==> config.mk <==
export PLATFORM = sky130hd
export DESIGN_NAME = ps_servo_ctrl
export DESIGN_NICKNAME = d
export VERILOG_FILES = /design/src/rtl/ps_servo_ctrl.sv
export SDC_FILE = /design/constraint.sdc
export NUM_CORES = 1
export LEC_CHECK = 0
export BUFFER_PORTS_ARGS = -buffer_cell sky130_fd_sc_hd__buf_2
export CAP_MARGIN = 20
export CORE_UTILIZATION = 46
export CTS_BUF_LIST = sky130_fd_sc_hd__clkbuf_16
export DETAILED_ROUTE_END_ITERATION = 10
export PLACE_DENSITY_LB_ADDON = 0.1
export SYNTH_ARGS = -nofsm -noshare
export SYNTH_HDL_FRONTEND = slang
export SYNTH_SLANG_ARGS = --single-unit
==> constraint.sdc <==
create_clock -name clk -period 14.3 [get_ports clk]
set_clock_uncertainty 0.2 [all_clocks]
set_input_delay 1.43 -clock clk [delete_from_list [all_inputs] [get_ports clk]]
set_output_delay 1.43 -clock clk [all_outputs]
set_load 0.1 [all_outputs]
==> src/rtl/ps_servo_ctrl.sv <==
`default_nettype none
// ============================================================================
// Module      : ps_servo_ctrl
// Description : Phase-error servo for an MMCM dynamic phase shifter. A
//               saturating accumulator integrates the phase error, a
//               power-of-two moving average smooths it, and a step FSM
//               issues single psen pulses (auto or manual) with a psdone
//               timeout and an enforced idle gap between steps.
// Revision    : 1.0 - initial release
// ============================================================================
module ps_servo_ctrl #(
    parameter int WIDTH        = 32,
    parameter int FILT_LOG2    = 3,
    parameter int MIN_GAP      = 16,
    parameter int DONE_TIMEOUT = 64
) (
    input  logic                    clk,
    input  logic                    reset_in_n,
    input  logic                    err_valid,
    input  logic signed [WIDTH-1:0] err_in,
    input  logic                    auto_mode,
    input  logic                    hold,
    input  logic        [WIDTH-1:0] deadband,
    input  logic                    man_psen,
    input  logic                    man_incdec,
    input  logic                    psdone,
    output logic                    psen,
    output logic                    psincdec,
    output logic signed [WIDTH-1:0] accum_out,
    output logic signed [WIDTH-1:0] filt_out,
    output logic signed [31:0]      ps_count,
    output logic                    busy,
    output logic                    timeout_err
);

    localparam int c_DEPTH = 1 << FILT_LOG2;
    localparam int c_SW    = WIDTH + FILT_LOG2;
    // Pointer keeps at least one bit so a depth-1 filter still elaborates.
    localparam int c_PW    = (FILT_LOG2 > 0) ? FILT_LOG2 : 1;

    localparam logic [c_PW-1:0]       c_PTR_LAST  = c_PW'(c_DEPTH - 1);
    localparam logic [FILT_LOG2:0]    c_FILL_FULL = (FILT_LOG2 + 1)'(c_DEPTH);
    localparam logic [31:0]           c_TMO       = 32'(DONE_TIMEOUT);
    localparam logic [31:0]           c_GAP       = 32'(MIN_GAP);
    localparam logic signed [WIDTH-1:0] c_ACC_MAX = {1'b0, {(WIDTH-1){1'b1}}};
    localparam logic signed [WIDTH-1:0] c_ACC_MIN = {1'b1, {(WIDTH-1){1'b0}}};

    typedef enum logic [1:0] {
        S_IDLE      = 2'd0,
        S_PULSE     = 2'd1,
        S_WAIT_DONE = 2'd2,
        S_GAP       = 2'd3
    } state_t;

    // ------------------------------------------------------------------
    // Accumulator and filter
    // ------------------------------------------------------------------
    logic signed [WIDTH:0]     w_acc_sum;
    logic signed [WIDTH-1:0]   w_acc_next;
    logic signed [WIDTH-1:0]   w_evict;
    logic signed [c_SW-1:0]    w_sum_next;
    logic signed [WIDTH-1:0]   w_filt_next;

    logic signed [WIDTH-1:0]   r_buf [c_DEPTH];
    logic        [c_PW-1:0]    r_wr_ptr;
    logic        [FILT_LOG2:0] r_fill;
    logic signed [c_SW-1:0]    r_sum;

    // Saturating add and running-sum update; evicted entry reads 0 until the buffer has filled.
    always_comb begin
        w_acc_sum  = {accum_out[WIDTH-1], accum_out} + {err_in[WIDTH-1], err_in};
        w_acc_next = accum_out;
        if (!hold) begin
            if (w_acc_sum[WIDTH] != w_acc_sum[WIDTH-1]) begin
                w_acc_next = w_acc_sum[WIDTH] ? c_ACC_MIN : c_ACC_MAX;
            end else begin
                w_acc_next = w_acc_sum[WIDTH-1:0];
            end
        end
        w_evict     = (r_fill == c_FILL_FULL) ? r_buf[r_wr_ptr] : '0;
        w_sum_next  = r_sum + c_SW'(w_acc_next) - c_SW'(w_evict);
        w_filt_next = WIDTH'(w_sum_next >>> FILT_LOG2);
    end

    // Accumulator, running sum, filter output and buffer bookkeeping on each valid sample.
    always_ff @(posedge clk) begin
        if (!reset_in_n) begin
            accum_out <= '0;
            filt_out  <= '0;
            r_sum     <= '0;
            r_wr_ptr  <= '0;
            r_fill    <= '0;
        end else if (err_valid) begin
            accum_out <= w_acc_next;
            filt_out  <= w_filt_next;
            r_sum     <= w_sum_next;
            r_wr_ptr  <= (r_wr_ptr == c_PTR_LAST) ? '0 : r_wr_ptr + 1'b1;
            if (r_fill != c_FILL_FULL) begin
                r_fill <= r_fill + 1'b1;
            end
        end
    end

    // Circular sample buffer holding post-update accumulator values.
    always_ff @(posedge clk) begin
        if (!reset_in_n) begin
            for (int i = 0; i < c_DEPTH; i++) begin
                r_buf[i] <= '0;
            end
        end else if (err_valid) begin
            r_buf[r_wr_ptr] <= w_acc_next;
        end
    end

    // ------------------------------------------------------------------
    // Step FSM
    // ------------------------------------------------------------------
    state_t             r_state, w_state_next;
    logic [31:0]        r_cnt, w_cnt_next;
    logic               r_incdec, w_incdec_next;
    logic signed [31:0] r_ps_count, w_ps_count_next;
    logic               r_tmo, w_tmo_next;
    logic [WIDTH-1:0]   w_filt_abs;
    logic               w_filt_pos;
    logic               w_auto_req;

    // State register and per-step bookkeeping.
    always_ff @(posedge clk) begin
        if (!reset_in_n) begin
            r_state    <= S_IDLE;
            r_cnt      <= '0;
            r_incdec   <= 1'b0;
            r_ps_count <= '0;
            r_tmo      <= 1'b0;
        end else begin
            r_state    <= w_state_next;
            r_cnt      <= w_cnt_next;
            r_incdec   <= w_incdec_next;
            r_ps_count <= w_ps_count_next;
            r_tmo      <= w_tmo_next;
        end
    end

    // Next-state logic: trigger decision only in IDLE; psdone wins over a coincident timeout.
    always_comb begin
        w_state_next    = r_state;
        w_cnt_next      = r_cnt;
        w_incdec_next   = r_incdec;
        w_ps_count_next = r_ps_count;
        w_tmo_next      = r_tmo;

        w_filt_abs = filt_out[WIDTH-1] ? WIDTH'(-filt_out) : WIDTH'(filt_out);
        w_filt_pos = !filt_out[WIDTH-1] && (|filt_out);
        w_auto_req = auto_mode && !hold && (w_filt_abs > deadband);

        case (r_state)
            S_IDLE: begin
                w_cnt_next = '0;
                if (auto_mode) begin
                    if (w_auto_req) begin
                        w_state_next  = S_PULSE;
                        w_incdec_next = w_filt_pos;
                    end
                end else if (man_psen) begin
                    w_state_next  = S_PULSE;
                    w_incdec_next = man_incdec;
                end
            end
            S_PULSE: begin
                w_state_next = S_WAIT_DONE;
                w_cnt_next   = '0;
            end
            S_WAIT_DONE: begin
                if (psdone) begin
                    w_ps_count_next = r_incdec ? r_ps_count + 32'sd1 : r_ps_count - 32'sd1;
                    w_state_next    = S_GAP;
                    w_cnt_next      = '0;
                end else if (r_cnt + 32'd1 >= c_TMO) begin
                    w_tmo_next   = 1'b1;
                    w_state_next = S_GAP;
                    w_cnt_next   = '0;
                end else begin
                    w_cnt_next = r_cnt + 32'd1;
                end
            end
            S_GAP: begin
                if (r_cnt + 32'd1 >= c_GAP) begin
                    w_state_next = S_IDLE;
                    w_cnt_next   = '0;
                end else begin
                    w_cnt_next = r_cnt + 32'd1;
                end
            end
        endcase
    end

    assign psen        = (r_state == S_PULSE);
    assign busy        = (r_state != S_IDLE);
    assign psincdec    = r_incdec;
    assign ps_count    = r_ps_count;
    assign timeout_err = r_tmo;

endmodule
`default_nettype wire

# --- Word-level counts from Yosys, hierarchy flattened ---
# Memory sizes are Yosys's and may differ from the RTL's. A register that Yosys moved wholly into a read port is not among the register bits.
# Cells that the tools add are included.
# W data, S select, Z words.
totals:
  reg_bits: 174
  mem_bits_rw: 256
  inputBits: 72
  out_inout_bits: 100
  memories: 1
classes:
  n_addsub: 9
  n_lt_le_gt_ge: 3
  n_eq_ne: 12
  mux: 30
  n_bitwise: 1
  reduce_logical: 16
mem_list:
  columns: ["memory", "words", "width", "read_ports", "rd_ports_with_merged_regs", "write_ports", "line_no", "rtl"]
  rows:
  - ["r_buf", 8, 32, 1, 1, 8, "64", "logic signed [WIDTH-1:0] r_buf [c_DEPTH];"]
ops:
  columns: ["cell", "n"]
  rows:
  - ["$mux W32", 10]
  - ["$pmux W32 S3", 1]
  - ["$reduce_or A32 Y1", 2]
  - ["$add A35 B32 Y35", 1]
  - ["$sub A35 B32 Y35", 1]
  - ["$add A32 B32 Y33", 1]
  - ["$add A32 B1 Y32 const B", 1]
  - ["$add A32 B2 Y32 const B", 1]
  - ["$ge A32 B5 Y1 const B", 1]
  - ["$ge A32 B7 Y1 const B", 1]
  - ["$gt A32 B32 Y1", 1]
  - ["$neg A32 Y32", 1]
  - ["$sub A32 B2 Y32 const B", 1]
  - ["$mux W2", 6]
  - ["$mux W3", 4]
  - ["$ne A3 B3 Y1 const B", 3]
  - ["$mux W1", 8]
  - ["$pmux W2 S4", 1]
  - ["$reduce_and A3 Y1", 2]
  - ["$add A4 B1 Y4 const B", 1]
  - ["$eq A2 B2 Y1 const B", 2]
  - ["$eq A4 B4 Y1 const B", 1]
  - ["$ne A4 B4 Y1 const B", 1]
  - ["$reduce_and A2 Y1", 2]
  - ["13 further kinds", 17]

# --- Depth between registers and ports, before layout ---
logic_depth:
  word_depth: 7
  mapped_depth: 34

# --- Least setup slack after synthesis ---
# Ideal clock, no wire load.
synth_path:
  path_type: "input to register"
  from: "input err_in[0]"
  to: "register filt_out[30]"
  setup_ps: 122
  arrival_time_ps: 8513
  required_ps: 13978
  path_slack_ps: 5465
  cell_stages: 32
  n_path_buf: 6
  path_cell_list: "ha_1 inv_1 fa_1 nor2b_1 o21a_1 o21ai_1 a211oi_2 a211oi_2 o21a_1 buf_4 o21ai_4 buf_4 buf_2 inv_1 ha_1 clkbuf_1 clkbuf_1 buf_1 a211oi_2 or2_1 fa_1 inv_1 ha_1 and4_1 a221oi_1 o21ai_0 o21ba_2 nor3_1 nor4_1 nor4_1 nor3_1 a311o_1"
synth_via:
  elab_chain_cells: 6
  word_cells_on_any_way: 7
  classes_between: "add/sub: 3; eq/ne: 1; mux: 3"
synth_lines:
  columns: ["element", "line_no", "rtl"]
  rows:
  - ["from (decl)", "20", "input logic signed [WIDTH-1:0] err_in,"]
  - ["$add A32 B32 Y33 *", "71", "w_acc_sum = {accum_out[WIDTH-1], accum_out} + {err_in[WIDTH-1], err_in};"]
  - ["$mux W32 / $ne A1 B1 Y1 (equally long branches)", "75, 74", null]
  - ["$mux W32 *", "74", "if (w_acc_sum[WIDTH] != w_acc_sum[WIDTH-1]) begin"]
  - ["$mux W32 *", "73", "if (!hold) begin"]
  - ["$add A35 B32 Y35 *", "81", "w_sum_next = r_sum + c_SW'(w_acc_next) - c_SW'(w_evict);"]
  - ["$sub A35 B32 Y35 *", "81", null]
  - ["to (signal assigned)", "95", "filt_out <= w_filt_next;"]
  - ["to (decl)", "30", "output logic signed [WIDTH-1:0] filt_out,"]
# Mark *: on every way between the ends. The rest lies on a longest branch, timed or not.
# A chain may end at the register's enable or synchronous reset.

# --- Worst setup path after layout ---
layout_path:
  from: "input err_in[1]"
  to: "register filt_out[30]"
layout_via:
  elab_chain_cells: 6
  word_cells_on_any_way: 7
  classes_between: "add/sub: 3; eq/ne: 1; mux: 3"
layout_lines:
  columns: ["element", "line_no", "rtl"]
  rows:
  - ["$add A32 B32 Y33 *", "71", null]
  - ["$mux W32 / $ne A1 B1 Y1 (equally long branches)", "75, 74", null]
  - ["$mux W32 *", "74", null]
  - ["$mux W32 *", "73", null]
  - ["via w_acc_next[24]", "59", "logic signed [WIDTH-1:0] w_acc_next;"]
  - ["$add A35 B32 Y35 *", "81", null]
  - ["$sub A35 B32 Y35 *", "81", null]
# The timed path passes the listed nets; every way through them passes the cells marked *.

==> report_table.html <==
<table>
<tr><th>Metric</th><th>Value</th></tr>
<tr><th colspan="2">STA</th></tr>
<tr><td>Fin worst setup slack</td><td>4870 ps</td></tr>
<tr><td>Max Fclk</td><td>106 MHz</td></tr>
<tr><td>Hold_ws</td><td>266 ps</td></tr>
<tr><td>Time the final worst path needs with I/O delays and setup</td><td>9430 ps</td></tr>
<tr><td>Ratio of final minimum period to clock period</td><td>0.659</td></tr>
<tr><td>Tightest slew margin relative to the limit</td><td>0.321</td></tr>
<tr><td>Final setup vio count</td><td>0</td></tr>
<tr><td>Number of hold violations in the final report</td><td>0</td></tr>
<tr><td>Transition time of the tightest slew-check pin</td><td>1020 ps</td></tr>
<tr><td>Setup TNS after final layout</td><td>0 ps</td></tr>
<tr><td>Max-slew violation count</td><td>0</td></tr>
<tr><td>Unrepaired setup endpoints after global routing</td><td>no</td></tr>
<tr><th colspan="2">Flow run</th></tr>
<tr><td>Maximum Capacitance Violations</td><td>0</td></tr>
<tr><th colspan="2">Clocking</th></tr>
<tr><td>Depth of the CTS H-tree</td><td>2</td></tr>
<tr><td>Cts repair resizes</td><td>0</td></tr>
<tr><td>Clock tree from TritonCTS</td><td>done</td></tr>
<tr><td>Clock latency at the later pin of the worst-skew pair</td><td>570 ps</td></tr>
<tr><td>Maximum buffer depth of the clock tree</td><td>3</td></tr>
<tr><td>Clock-pin slew of the registers on the worst-case setup and hold paths</td><td>60 ps</td></tr>
<tr><td>Cell at the root of the clock tree</td><td>clkbuf_16</td></tr>
<tr><td>Cts bufs inserted</td><td>45</td></tr>
<tr><td>Sink count of the clock tree</td><td>401</td></tr>
<tr><td>Cts hold-fix bufs</td><td>0</td></tr>
<tr><td>Post CTS Setup Buffer Count</td><td>0</td></tr>
<tr><th colspan="2">Setup path</th></tr>
<tr><td>Required time reported for the critical path endpoint</td><td>14560 ps</td></tr>
<tr><td>Capturing point of the worst reg2reg path</td><td>filt_out[30]$_SDFFE_PN0P_</td></tr>
<tr><td>Gate family responsible for the most delay along the worst path</td><td>compound AO/OA/AOI/OAI gates</td></tr>
<tr><td>Max stage delay cell, worst path</td><td>nor2_1</td></tr>
<tr><td>Critical Path End Type</td><td>flop</td></tr>
<tr><td>Worst Path Class, Setup</td><td>primary input to flop</td></tr>
<tr><td>Reg2reg start</td><td>accum_out[1]$_SDFFE_PN0P_</td></tr>
<tr><td>Largest incremental delay on the critical path</td><td>660 ps</td></tr>
<tr><td>Largest fanout of any net on the critical path</td><td>52</td></tr>
<tr><td>Type of element launching the critical path</td><td>primary input</td></tr>
<tr><td>Worst R2R Path Depth</td><td>28</td></tr>
<tr><td>Count of buffer and inverter cells on the critical path</td><td>3</td></tr>
<tr><td>Internal reg-to-reg setup slack</td><td>5460 ps</td></tr>
<tr><td>Worst Path Arrival</td><td>9690 ps</td></tr>
<tr><th colspan="2">Floorplanning</th></tr>
<tr><td>Die height</td><td>237 um</td></tr>
<tr><td>Die Outline Area</td><td>56100 um^2</td></tr>
<tr><td>Std-Cell Core Area</td><td>54100 um^2</td></tr>
<tr><td>Starting Density</td><td>0.469</td></tr>
<tr><td>Die Width</td><td>237 um</td></tr>
<tr><td>FP Rows</td><td>85</td></tr>
<tr><td>Top-level I/O count</td><td>172</td></tr>
<tr><th colspan="2">Drt</th></tr>
<tr><td>Antenna Nets Post-Route</td><td>0</td></tr>
<tr><td>Router iterations before antenna repair</td><td>8</td></tr>
<tr><td>Sum of routed wire length over all layers</td><td>69800 um</td></tr>
<tr><td>Drc violations</td><td>0</td></tr>
<tr><td>Number of vias per cell after detailed routing</td><td>5.89</td></tr>
<tr><td>Number of vias in the routed layout</td><td>19.9k</td></tr>
<tr><td>Wire per inst</td><td>20.7 um</td></tr>
<tr><td>Number of design-rule violations left by the first detailed-router iteration</td><td>1711</td></tr>
<tr><th colspan="2">Placement</th></tr>
<tr><td>RD Place Congestion</td><td>0.919</td></tr>
<tr><td>Number of buffers added on ports</td><td>171</td></tr>
<tr><td>HPWL after DPL</td><td>47400 um</td></tr>
<tr><td>Worst slack at placement</td><td>4370 ps</td></tr>
<tr><th colspan="2">Run status</th></tr>
<tr><td>Outcome</td><td>finished clean</td></tr>
<tr><th colspan="2">Min path</th></tr>
<tr><td>Hold Crit Class</td><td>flop to flop</td></tr>
<tr><td>Worst Hold Path Cells</td><td>2</td></tr>
<tr><td>Worst hold endpoint</td><td>filt_out[31]$_SDFFE_PN0P_</td></tr>
<tr><td>HP Start</td><td>filt_out[31]$_SDFFE_PN0P_</td></tr>
<tr><th colspan="2">Synthesis</th></tr>
<tr><td>Post-synthesis area per instance</td><td>10.1 um^2</td></tr>
<tr><td>Share of flip-flops with an asynchronous set or reset</td><td>0</td></tr>
<tr><td>Post-synth EDFFs</td><td>256</td></tr>
<tr><td>Seq cells post-synth</td><td>401</td></tr>
<tr><td>Post-synth top flop</td><td>edfxtp_1</td></tr>
<tr><td>Synthesized area</td><td>25400 um^2</td></tr>
<tr><td>Count of synthesis-stage warnings from yosys</td><td>0</td></tr>
<tr><td>Sequential area share after synthesis</td><td>0.418</td></tr>
<tr><td>Gate Count Post-Synth</td><td>2522</td></tr>
<tr><td>Number of unique standard cell types used by synthesis</td><td>98</td></tr>
<tr><th colspan="2">Layout</th></tr>
<tr><td>Most frequent standard cell in the layout excluding fill and tap cells</td><td>edfxtp_1</td></tr>
<tr><td>Ant. Diodes</td><td>0</td></tr>
<tr><td>Layout overhead on the synthesized area</td><td>10.8%</td></tr>
<tr><td>Top library cells by usage in the layout, fill and taps aside</td><td>edfxtp_1, nor2_1, nor3_1</td></tr>
<tr><td>Share of final-layout standard cells stronger than drive strength 1</td><td>0.156</td></tr>
<tr><td>Total number of nets in the final design</td><td>2892</td></tr>
<tr><th colspan="2">Power and ir drop</th></tr>
<tr><td>Cell area power density</td><td>192 nW/um^2</td></tr>
<tr><td>Total power</td><td>5.40 mW</td></tr>
<tr><td>Leak</td><td>11.3 nW</td></tr>
<tr><td>Highest ir drop seen on vdd</td><td>0.0889 mV</td></tr>
<tr><th colspan="2">Global routing</th></tr>
<tr><td>First-pass GRT wire length</td><td>109000 um</td></tr>
<tr><td>Total global routing track utilization</td><td>0.248</td></tr>
<tr><td>Via count of the first global-routing pass</td><td>18.9k</td></tr>
<tr><td>Number of antenna violations at the first check in global routing</td><td>1</td></tr>
<tr><td>Maximum number of pins on one net before global-route repair</td><td>70</td></tr>
<tr><td>Global route overflow</td><td>0</td></tr>
</table>
worst max-delay path by stage:
| stage | from | endpoint | cells past startpoint |
|---|---|---|---|
| CTS | err_in[1] | filt_out[30]$_SDFFE_PN0P_ | 29 |
| floorplan | err_in[0] | filt_out[30]$_SDFFE_PN0P_ | 32 |
| finish | err_in[1] | filt_out[30]$_SDFFE_PN0P_ | 29 |
| detailed placement | err_in[1] | filt_out[30]$_SDFFE_PN0P_ | 29 |
| global placement | err_in[1] | filt_out[30]$_SDFFE_PN0P_ | 29 |
| global route | err_in[1] | filt_out[30]$_SDFFE_PN0P_ | 29 |
final cells by class:
type                       instances  area, um^2
multi-input combinational       1836       13600
inverter                         150         563
clock buffer                      45        1130
sequential                       401       10600
tap                              696         871
fill                            4902       26000
timing repair buffer             207        1130
clock inverter                    36         268
report_power, final:
group / leakage, nW / internal, mW / switching [mW]
combinational: 6.70 / 0.980 / 1.84
sequential: 3.85 / 1.34 / 0.121
clock: 0.723 / 0.643 / 0.473
total: 11.3 / 2.96 / 2.44
worst min-delay path, delay by kind of cell, from the launching register on:
| family | cells | cell delay, ps |
|---|---|---|
| simple gates | 1 | 50 |
| flops | 1 | 310 |
| mux | 1 | 60 |
metrics by stage:
stage,cells,area [um^2],utilization
2_1_floorplan,2547,25500,-
3_3_place_gp,3289,26700,0.493
3_5_place_dp,3289,26700,0.493
4_1_cts,3370,28100,0.519
5_1_grt,3371,28100,0.519
6_report,3371,28100,0.519
flip-flops by register name, indices dropped and copies added (netlist names), named ones only:
signal and count:
r_buf 256, accum_out 32, filt_out 32, ps_count 32, r_cnt 32, r_fill 4
r_sum 3, r_wr_ptr 3, r_state 2, psincdec 1, timeout_err 1
Yosys cell counts (all sizes together) (28+ instances only):
| library cell | count | area, um^2 |
|---|---|---|
| edfxtp | 256 | 7690 |
| nor2 | 248 | 951 |
| nor3 | 196 | 981 |
| nand2 | 159 | 597 |
| dfxtp | 145 | 2900 |
| ha | 143 | 1790 |
| inv | 139 | 522 |
| a21oi | 135 | 691 |
| o21ai | 110 | 566 |
| clkbuf | 98 | 368 |
| xnor2 | 70 | 613 |
| mux4 | 64 | 1440 |
| buf | 62 | 388 |
| nand3 | 55 | 280 |
| a21o | 53 | 398 |
| a211oi | 52 | 473 |
| mux2i | 42 | 420 |
| fa | 36 | 721 |
| nand4 | 32 | 200 |
| o21a | 28 | 210 |
metal layers:
metal,global-route usage,share of wire,up-vias
met5,0,0,-
met2,0.394,0.45,696
met3,0.0287,0.064,86
met4,0.0624,0.019,0
li1,-,-,9513
met1,0.361,0.46,9572
kinds of logic after synthesis:
group                    after synthesis  share of synthesized area
other                                  1                   0.000148
flip-flops                           401                      0.418
buffers and inverters                310                     0.0520
AND/OR/NAND/NOR                      866                      0.166
AO/OA/AOI/OAI                        547                      0.151
adder cells (fa/ha/maj)              179                     0.0990
multiplexers                         123                     0.0809
XOR/XNOR                              95                     0.0328
(Power assumes the default switching activity.)
